**src/rtl/breath_pkg.sv**
```systemverilog
// ============================================================================
// Module      : breath_pkg
// Description : Shared state type and default sizing for the breathing-LED
//               sequencer.
// Revision    : 1.0 - initial release
// ============================================================================
`default_nettype none

package breath_pkg;

    localparam int unsigned DEFAULT_PWM_W = 4;

    typedef enum logic [2:0] {
        ST_IDLE    = 3'd0,
        ST_RISE    = 3'd1,
        ST_HOLD_HI = 3'd2,
        ST_FALL    = 3'd3,
        ST_HOLD_LO = 3'd4
    } breath_state_t;

endpackage

`default_nettype wire

```
**src/rtl/breath_pwm_core.sv**
```systemverilog
// ============================================================================
// Module      : pwm_core
// Description : Free-running PWM counter with a registered duty compare and
//               a period-end strobe for the sequencer.
// Revision    : 1.0 - initial release
// ============================================================================
`default_nettype none

module pwm_core
    import breath_pkg::*;
#(
    parameter int unsigned PWM_W = DEFAULT_PWM_W
) (
    input  logic             clk,
    input  logic             rst,
    input  logic [PWM_W-1:0] duty,
    output logic             led,
    output logic             period_end
);

    logic [PWM_W-1:0] pcnt_q;
    logic             led_q;

    always_ff @(posedge clk or posedge rst) begin
        if (rst) begin
            pcnt_q <= '0;
            led_q  <= 1'b0;
        end else begin
            pcnt_q <= pcnt_q + PWM_W'(1);
            led_q  <= (duty > pcnt_q);
        end
    end

    assign period_end = (pcnt_q == {PWM_W{1'b1}});
    assign led        = led_q;

endmodule

`default_nettype wire

```
**src/rtl/breath_ctrl.sv**
```systemverilog
// ============================================================================
// Module      : breath_ctrl
// Description : Ramps PWM duty up/down on a step schedule; duty updates only
//               land on period boundaries. Macro BREATH_HOLD_EN adds dwell
//               states at peak and trough.
// Revision    : 1.0 - initial release
// ============================================================================
`default_nettype none

module breath_ctrl
    import breath_pkg::*;
#(
    parameter int unsigned PWM_W        = DEFAULT_PWM_W,
    parameter int unsigned STEP_PERIODS = 1024,
    parameter int unsigned HOLD_STEPS   = 64
) (
    input  logic             clk,
    input  logic             rst,
    input  logic             en,
    input  logic [PWM_W-1:0] max_duty,
    output logic             led,
    output logic [PWM_W-1:0] duty,
    output logic             busy,
    output logic             cycle_done
);

    localparam int unsigned SCNT_W = (STEP_PERIODS > 1) ? $clog2(STEP_PERIODS) : 1;

    breath_state_t     state_q, state_d;
    logic [PWM_W-1:0]  duty_q, duty_d;
    logic [SCNT_W-1:0] scnt_q, scnt_d;
    logic              cdone_q, cdone_d;
    logic              period_end;
    logic              step_tick;
    logic [PWM_W:0]    duty_inc;

    pwm_core #(
        .PWM_W (PWM_W)
    ) u_pwm (
        .clk        (clk),
        .rst        (rst),
        .duty       (duty_q),
        .led        (led),
        .period_end (period_end)
    );

    assign step_tick = period_end && (scnt_q == SCNT_W'(STEP_PERIODS - 1));
    assign duty_inc  = {1'b0, duty_q} + {{PWM_W{1'b0}}, 1'b1};

`ifdef BREATH_HOLD_EN
    localparam int unsigned HCNT_W = $clog2(HOLD_STEPS + 1);

    logic [HCNT_W-1:0] hcnt_q, hcnt_d;
    logic [HCNT_W:0]   hcnt_inc;
    logic              hold_done;

    assign hcnt_inc  = {1'b0, hcnt_q} + {{HCNT_W{1'b0}}, 1'b1};
    assign hold_done = (hcnt_inc >= (HCNT_W + 1)'(HOLD_STEPS));

    always_ff @(posedge clk or posedge rst) begin
        if (rst) begin
            hcnt_q <= '0;
        end else begin
            hcnt_q <= hcnt_d;
        end
    end
`else
    // Dwell length is meaningless without the hold states.
    if (HOLD_STEPS == 0) begin : g_hold_unused
    end
`endif

    always_comb begin
        scnt_d = scnt_q;
        if (state_q == ST_IDLE) begin
            scnt_d = '0;
        end else if (period_end) begin
            scnt_d = step_tick ? '0 : scnt_q + SCNT_W'(1);
        end
    end

    always_comb begin
        state_d = state_q;
        duty_d  = duty_q;
        cdone_d = 1'b0;
`ifdef BREATH_HOLD_EN
        hcnt_d  = hcnt_q;
`endif
        case (state_q)
            ST_IDLE: begin
                duty_d = '0;
                if (en) begin
                    state_d = ST_RISE;
                end
            end
            ST_RISE: begin
                if (step_tick) begin
                    if (!en) begin
                        state_d = ST_FALL;
                    end else if ({1'b0, max_duty} <= duty_inc) begin
                        // Also covers a peak lowered below the current duty.
                        duty_d = max_duty;
`ifdef BREATH_HOLD_EN
                        state_d = ST_HOLD_HI;
                        hcnt_d  = '0;
`else
                        state_d = ST_FALL;
`endif
                    end else begin
                        duty_d = duty_q + PWM_W'(1);
                    end
                end
            end
`ifdef BREATH_HOLD_EN
            ST_HOLD_HI: begin
                if (step_tick) begin
                    if (!en || hold_done) begin
                        state_d = ST_FALL;
                    end else begin
                        hcnt_d = hcnt_inc[HCNT_W-1:0];
                    end
                end
            end
            ST_HOLD_LO: begin
                if (step_tick) begin
                    if (!en) begin
                        state_d = ST_IDLE;
                    end else if (hold_done) begin
                        state_d = ST_RISE;
                    end else begin
                        hcnt_d = hcnt_inc[HCNT_W-1:0];
                    end
                end
            end
`endif
            ST_FALL: begin
                if (step_tick) begin
                    if (duty_q > PWM_W'(1)) begin
                        duty_d = duty_q - PWM_W'(1);
                    end else begin
                        duty_d  = '0;
                        cdone_d = 1'b1;
`ifdef BREATH_HOLD_EN
                        state_d = en ? ST_HOLD_LO : ST_IDLE;
                        hcnt_d  = '0;
`else
                        state_d = en ? ST_RISE : ST_IDLE;
`endif
                    end
                end
            end
            default: begin
                state_d = ST_IDLE;
                duty_d  = '0;
            end
        endcase
    end

    always_ff @(posedge clk or posedge rst) begin
        if (rst) begin
            state_q <= ST_IDLE;
            duty_q  <= '0;
            scnt_q  <= '0;
            cdone_q <= 1'b0;
        end else begin
            state_q <= state_d;
            duty_q  <= duty_d;
            scnt_q  <= scnt_d;
            cdone_q <= cdone_d;
        end
    end

    assign duty       = duty_q;
    assign busy       = (state_q != ST_IDLE);
    assign cycle_done = cdone_q;

endmodule

`default_nettype wire

```
**config.mk**
```make
export PLATFORM = sky130hd
export DESIGN_NAME = breath_ctrl
export DESIGN_NICKNAME = d
export VERILOG_FILES = /design/src/rtl/breath_pkg.sv /design/src/rtl/breath_pwm_core.sv /design/src/rtl/breath_ctrl.sv
export SDC_FILE = /design/constraint.sdc
export NUM_CORES = 1
export LEC_CHECK = 0
export CORE_MARGIN = 2
export CORE_UTILIZATION = 56
export DETAILED_ROUTE_END_ITERATION = 8
export HOLD_SLACK_MARGIN = 0.05
export PLACE_DENSITY = 0.87
export SETUP_SLACK_MARGIN = 0.15
export SYNTH_ARGS = -nofsm -noshare
export SYNTH_HDL_FRONTEND = slang
export SYNTH_SLANG_ARGS = --single-unit
export TNS_END_PERCENT = 1
```
**constraint.sdc**
```tcl
create_clock -name clk -period 2.8 [get_ports clk]
set_input_delay 0.84 -clock clk [delete_from_list [all_inputs] [get_ports clk]]
set_output_delay 0.84 -clock clk [all_outputs]
set_load 0.01 [all_outputs]
```
# Word-level counts from Yosys, hierarchy flattened
# Cells that the tools add are included.
# W data, S select, Z words.
word_totals:
  ff_bits: 23
  latchBits: 0
  mem_bits_rw: 0
  rom_bits: 0
  inputBits: 7
  output_inout_bits: 7
  wordCells: 50
  n_memories: 0
op_classes:
  n_addsub: 5
  multipliers: 0
  div: 0
  magnitude_cmp: 3
  n_eq_ne: 10
  n_shift: 0
  mux: 20
  n_bitwise: 0
  n_reduce_logical: 6
op_table:
  columns: ["op", "n"]
  rows:
  - ["$mux W10", 3]
  - ["$mux W4", 5]
  - ["$mux W3", 6]
  - ["$add A10 B1 Y10 const B", 1]
  - ["$eq A10 B10 Y1 const B", 1]
  - ["$ne A2 B2 Y1 const B", 5]
  - ["$pmux W3 S3", 1]
  - ["$add A4 B1 Y4 const B", 2]
  - ["$pmux W4 S2", 1]
  - ["$add A4 B1 Y5 const B", 1]
  - ["$le A4 B5 Y1", 1]
  - ["$reduce_and A5 Y1", 1]
  - ["$eq A4 B4 Y1 const B", 1]
  - ["$gt A4 B1 Y1 const B", 1]
  - ["$gt A4 B4 Y1", 1]
  - ["$mux W1", 4]
  - ["$sub A4 B1 Y4 const B", 1]
  - ["$eq A3 B1 Y1 const B", 1]
  - ["$eq A3 B2 Y1 const B", 1]
  - ["$logic_not A3 Y1", 1]
  - ["$ne A3 B3 Y1 const B", 1]
  - ["$reduce_and A3 Y1", 1]
  - ["$reduce_bool A3 Y1", 1]
  - ["$reduce_bool A2 Y1", 1]
  - ["$logic_and A1 B1 Y1", 1]

# Logic depth before layout (Yosys ltp)
depth:
  ltp_word: 6
  mapped_depth: 9
  mapped_depth_nobuf: 9

# Modules after synthesis
# A second synthesis with hierarchy kept.
unflattened:
  hier_cells: 147
  hier_area_um2: 1373.8
modules_own_cells:
  columns: ["mod", "instances", "cells_each", "area_per_inst_um2", "seq_area_each_um2"]
  rows:
  - ["breath_ctrl", 1, 121, 1103.6, 425.4]
  - ["pwm_core", 1, 26, 270.3, 125.1]

# Worst setup path after synthesis
# No wires, ideal clock.
synth_path:
  path_type: "register -> register"
  start: "reg duty_q[0] (netlist: duty[0])"
  end: "reg duty_q[1] (netlist: duty[1])"
  setup_time_ps: 123
  t_arrival_ps: 2043
  t_required_ps: 2677
  setup_slack_ps: 635
  path_stages_with_launch: 10
  n_path_buf: 0
  period_less_slack_ps: 2165
  path_cell_list: "dfrtp_1 -> inv_1 -> ha_1 -> inv_1 -> ha_1 -> nor2b_1 -> o211ai_1 -> a21oi_2 -> mux2i_1 -> o221a_2"
synth_between:
  elab_chain_cells: 6
  elab_cells_between_ends: 11
  cone_classes: "add/sub (3); order compare (2); mux (6)"
synth_rtl:
  columns: ["element", "line_no", "source"]
  rows:
  - ["start, declared", "breath_ctrl.sv:30", "logic [PWM_W-1:0] duty_q, duty_d;"]
  - ["start signal, assigned", "breath_ctrl.sv:167", "duty_q <= duty_d;"]
  - ["$add A4 B1 Y5", "breath_ctrl.sv:48", "assign duty_inc = {1'b0, duty_q} + {{PWM_W{1'b0}}, 1'b1};"]
  - ["$le A4 B5 Y1", "breath_ctrl.sv:100", "end else if ({1'b0, max_duty} <= duty_inc) begin"]
  - ["$mux W4", "breath_ctrl.sv:100", null]
  - ["$mux W4", "breath_ctrl.sv:98", "if (!en) begin"]
  - ["$mux W4", "breath_ctrl.sv:97", "if (step_tick) begin"]
  - ["$pmux W4 S2 *", "breath_ctrl.sv:89", "case (state_q)"]
# Every way passes the cells marked *; elsewhere a longest branch is shown, timed or not. The select of a mux whose other input is x is not followed.
# A chain may end at the register's enable or synchronous reset.

# Final worst setup path
layout_path:
  start: "reg state_q[0]"
  end: "out busy"
layout_between:
  elab_chain_cells: 1
layout_rtl:
  columns: ["element", "line_no", "source"]
  rows:
  - ["start, declared", "breath_ctrl.sv:29", "breath_state_t state_q, state_d;"]
  - ["start signal, assigned", "breath_ctrl.sv:166", "state_q <= state_d;"]
  - ["$reduce_bool A3 Y1", "breath_ctrl.sv:174", "assign busy = (state_q != ST_IDLE);"]
  - ["end, declared", "breath_ctrl.sv:23", "output logic busy,"]
# No other way between the ends.

==> results by group <==
Outcome
  • Status: completed

Setup path
  • R2R Path Start: duty[0]$_DFFE_PP0P_
  • Crit end category: primary output
  • Worst EP arrival: 1.67 ns
  • Worst R2R Path Depth: 9
  • Worst EP required: 1.96 ns
  • Critical path class: flop to primary output
  • Startpoint types: flop
  • Worst R2R Setup Slack: 0.41 ns
  • End of the worst register-to-register path: duty[1]$_DFFE_PP0P_
  • CP Max Fanout: 12

Worst hold path
  • Hold Path Stages: 1
  • Hold Crit Class: flop to flop
  • Hold Crit Start: u_pwm.pcnt_q[0]$_DFF_PP0_
  • Hold EP: u_pwm.pcnt_q[0]$_DFF_PP0_

Synthesis
  • Yosys top cell area share: 38.3%
  • YS warnings: 0
  • Number of synthesized flops with an enable pin: 0
  • Post-Synthesis Cell Area: 1440 µm²
  • Cell count after synthesis: 154
  • Most common cell in the netlist: dfrtp_1
  • Register area share after synthesis: 38.3%
  • Cell taking the most area after synthesis: dfrtp_1
  • Distinct cells, synth: 40
  • Synth Flop Type: dfrtp_1
  • #FFs+latches synth: 22
  • Async set-or-reset flop fraction in the synthesized netlist: 100%
  • Syn nets: 174
  • Top cells by instance count after synthesis: 22 x dfrtp_1, 19 x nor2_1, 15 x inv_1, 13 x ha_1, 10 x xor2_1
  • Avg Cell Area, Syn: 9.34 µm²
  • Top cells by area, synth: dfrtp_1 38%, ha_1 11%, xor2_1 6.1%, nor2_1 5.0%, inv_1 3.9%

Pwr
  • Seq pwr share: 58.7%
  • Lkg Pwr: 0.000790 µW
  • Clock power share: 32.8%
  • Switching share of power: 23.4%
  • Tot Pwr: 550 µW
  • Power Internal: 421 µW
  • VDD IR-drop max: 0.000226 V
  • Psw: 129 µW
  • Power Density: 340 nW/µm²
  • Combinational power share: 8.5%

Floorplan
  • Ports: 14
  • Row cnt: 18
  • Die Y: 54.7 µm
  • Core region area: 2450 µm²
  • DIE WIDTH: 54.7 µm
  • Initial Util: 58.6%
  • Die ar.: 2990 µm²

STA
  • Slew Limit Headroom: 70.4%
  • Hold WS: 0.498 ns
  • Final hold violation count: 0
  • Slew Viols, Final: 0
  • Fmax: 0.398 GHz
  • Setup Skew: 0.00159 ns
  • Setup TNS: 0 ns
  • Final Critical Period: 2.51 ns
  • Final period util: 89.6%
  • Worst slew pin tran: 0.439 ns
  • Setup-failing EPs final: 0
  • Unrepaired setup endpoints after global routing: false

Global routing
  • GRT Util Overall: 23.1%
  • Largest net degree at the start of global routing: 23
  • Global route overflow: 0
  • Number of antenna violations at the first check in global routing: 0
  • Vias in the first global route: 1109
  • Global-route wire length before repair: 4940 µm

Cells and area
  • Final Util: 66.0%
  • Area grow syn2layout: 12.6%
  • ANT cells: 0
  • Post-route cell area: 1620 µm²
  • Nets: 189
  • Share of post-route cells with drive strength above 1: 7.74%

Clock network
  • Cts hold-fix bufs: 0
  • Htree depth: 1
  • Clk slew on worst S/H paths: 0.13 ns
  • CTS Buf Count: 3
  • Clock Latency Late Sink: 0.30 ns
  • TritonCTS clock tree: built
  • Clock sinks: 22
  • Clock Root Buffer: clkbuf_4
  • Clock buffer depth: 2

Routing
  • Drt pass-1 iters: 5
  • Post-Route WL: 2880 µm
  • Avg WL per Cell: 14.5 µm
  • Via Count: 1159
  • DRC: 0
  • Drt initial violations: 28
  • Post-route ant nets: 0
  • Via density: 5.85

Place
  • Buffers on Ports: 13
  • Detailed placement HPWL: 2190 µm
  • Post-DP Area: 1580 µm²
  • Final GP Congestion: 0.868

Flow run
  • Max-Cap Viols: 0
[worst max-delay path, stage by stage (launching register included)]
cell and delay, ns:
dfrtp_1 0.60, nor2_1 0.13, inv_1 0.10, clkdlybuf4s50_1 0.53
[power by group through the flow]
| stage | clock, µW | combinational (µW) | sequential (µW) |
|---|---|---|---|
| floorplan | 0 | 28.9 | 327 |
| global route | 197 | 52.4 | 323 |
| detailed placement | 0 | 47.5 | 328 |
| finish | 180 | 47.0 | 323 |
| global placement | 0 | 44.9 | 328 |
| CTS | 180 | 47.6 | 322 |
[layer usage]
metal	part of all wire, %	track usage, %	vias to the layer above
li1	-	-	568
met1	44	30.9	561
met2	51	37.3	28
met3	4.3	4.37	2
met4	0.35	7.50	0
met5	0	0	-
[sequential cells by signal, indices dropped and copies added (netlist names)]
signal	flops
scnt_q	10
duty	4
u_pwm.pcnt_q	4
state_q	2
cycle_done	1
u_pwm.led	1
[what timing repair did]
| item | CTS | global route |
|---|---|---|
| setup endpoints to repair | 0 | 1 |
| setup buffers | 0 | 0 |
| gates resized for setup | 0 | 1 |
[cell type report]
cell class	count	area, µm²
Fill cell	205	836
Multi-Input combinational cell	113	800
Sequential cell	22	552
Timing Repair Buffer	14	138
Inverter	15	56.3
Tap cell	30	37.5
Clock buffer	4	36.3
[logic make-up after synthesis]
| family | share of synthesized area [%] |
|---|---|
| AOI/OAI and AO/OA | 11.3 |
| xor gates and xnor gates | 7.92 |
| adders and majority gates | 11.3 |
| buffers and inverters | 6.09 |
| DFF | 38.3 |
| muxes | 2.79 |
| and+or+nand+nor | 22.3 |
[cells in the final DEF (no fill, tap or decap), drive strengths merged]
master         count
and2               1
and4               2
or4                1
dfrtp             22
o221ai             1
inv               15
and2b              1
o31ai              2
a21oi              5
nand4              8
a31oi              1
buf                1
o21a               2
nor2b              2
o211ai             2
a41oi              1
ha                13
nor3               1
nand2              9
o21ai              4
mux2i              4
clkbuf             4
nand3              8
clkdlybuf4s50     13
nand2b             4
a21o               1
a211o              1
o22ai              1
and3               3
nor2              19
or2                1
xor2              10
xnor2              3
o221a              2
[worst max path at each step]
stage	from	endpoint	slack (ns)	cells past startpoint
5_1_grt	state_q[0]$_DFFE_PP0P_	busy	0.17	3
3_5_place_dp	max_duty[1]	duty[3]$_DFFE_PP0P_	0.15	7
2_1_floorplan	duty[0]$_DFFE_PP0P_	duty[1]$_DFFE_PP0P_	0.63	9
3_3_place_gp	max_duty[1]	duty[1]$_DFFE_PP0P_	0.23	7
6_report	state_q[0]$_DFFE_PP0P_	busy	0.29	3
4_1_cts	state_q[1]$_DFFE_PP0P_	busy	0.23	3
[metrics by stage]
stage | std cells | worst slack [ns]
2_1_floorplan | 154 | 0.635
6_report | 198 | 0.290
4_1_cts | 198 | 0.228
3_5_place_dp | 194 | 0.152
5_1_grt | 198 | 0.165
3_3_place_gp | 194 | 0.226
No activity file was read; power rests on OpenSTA's default activity.
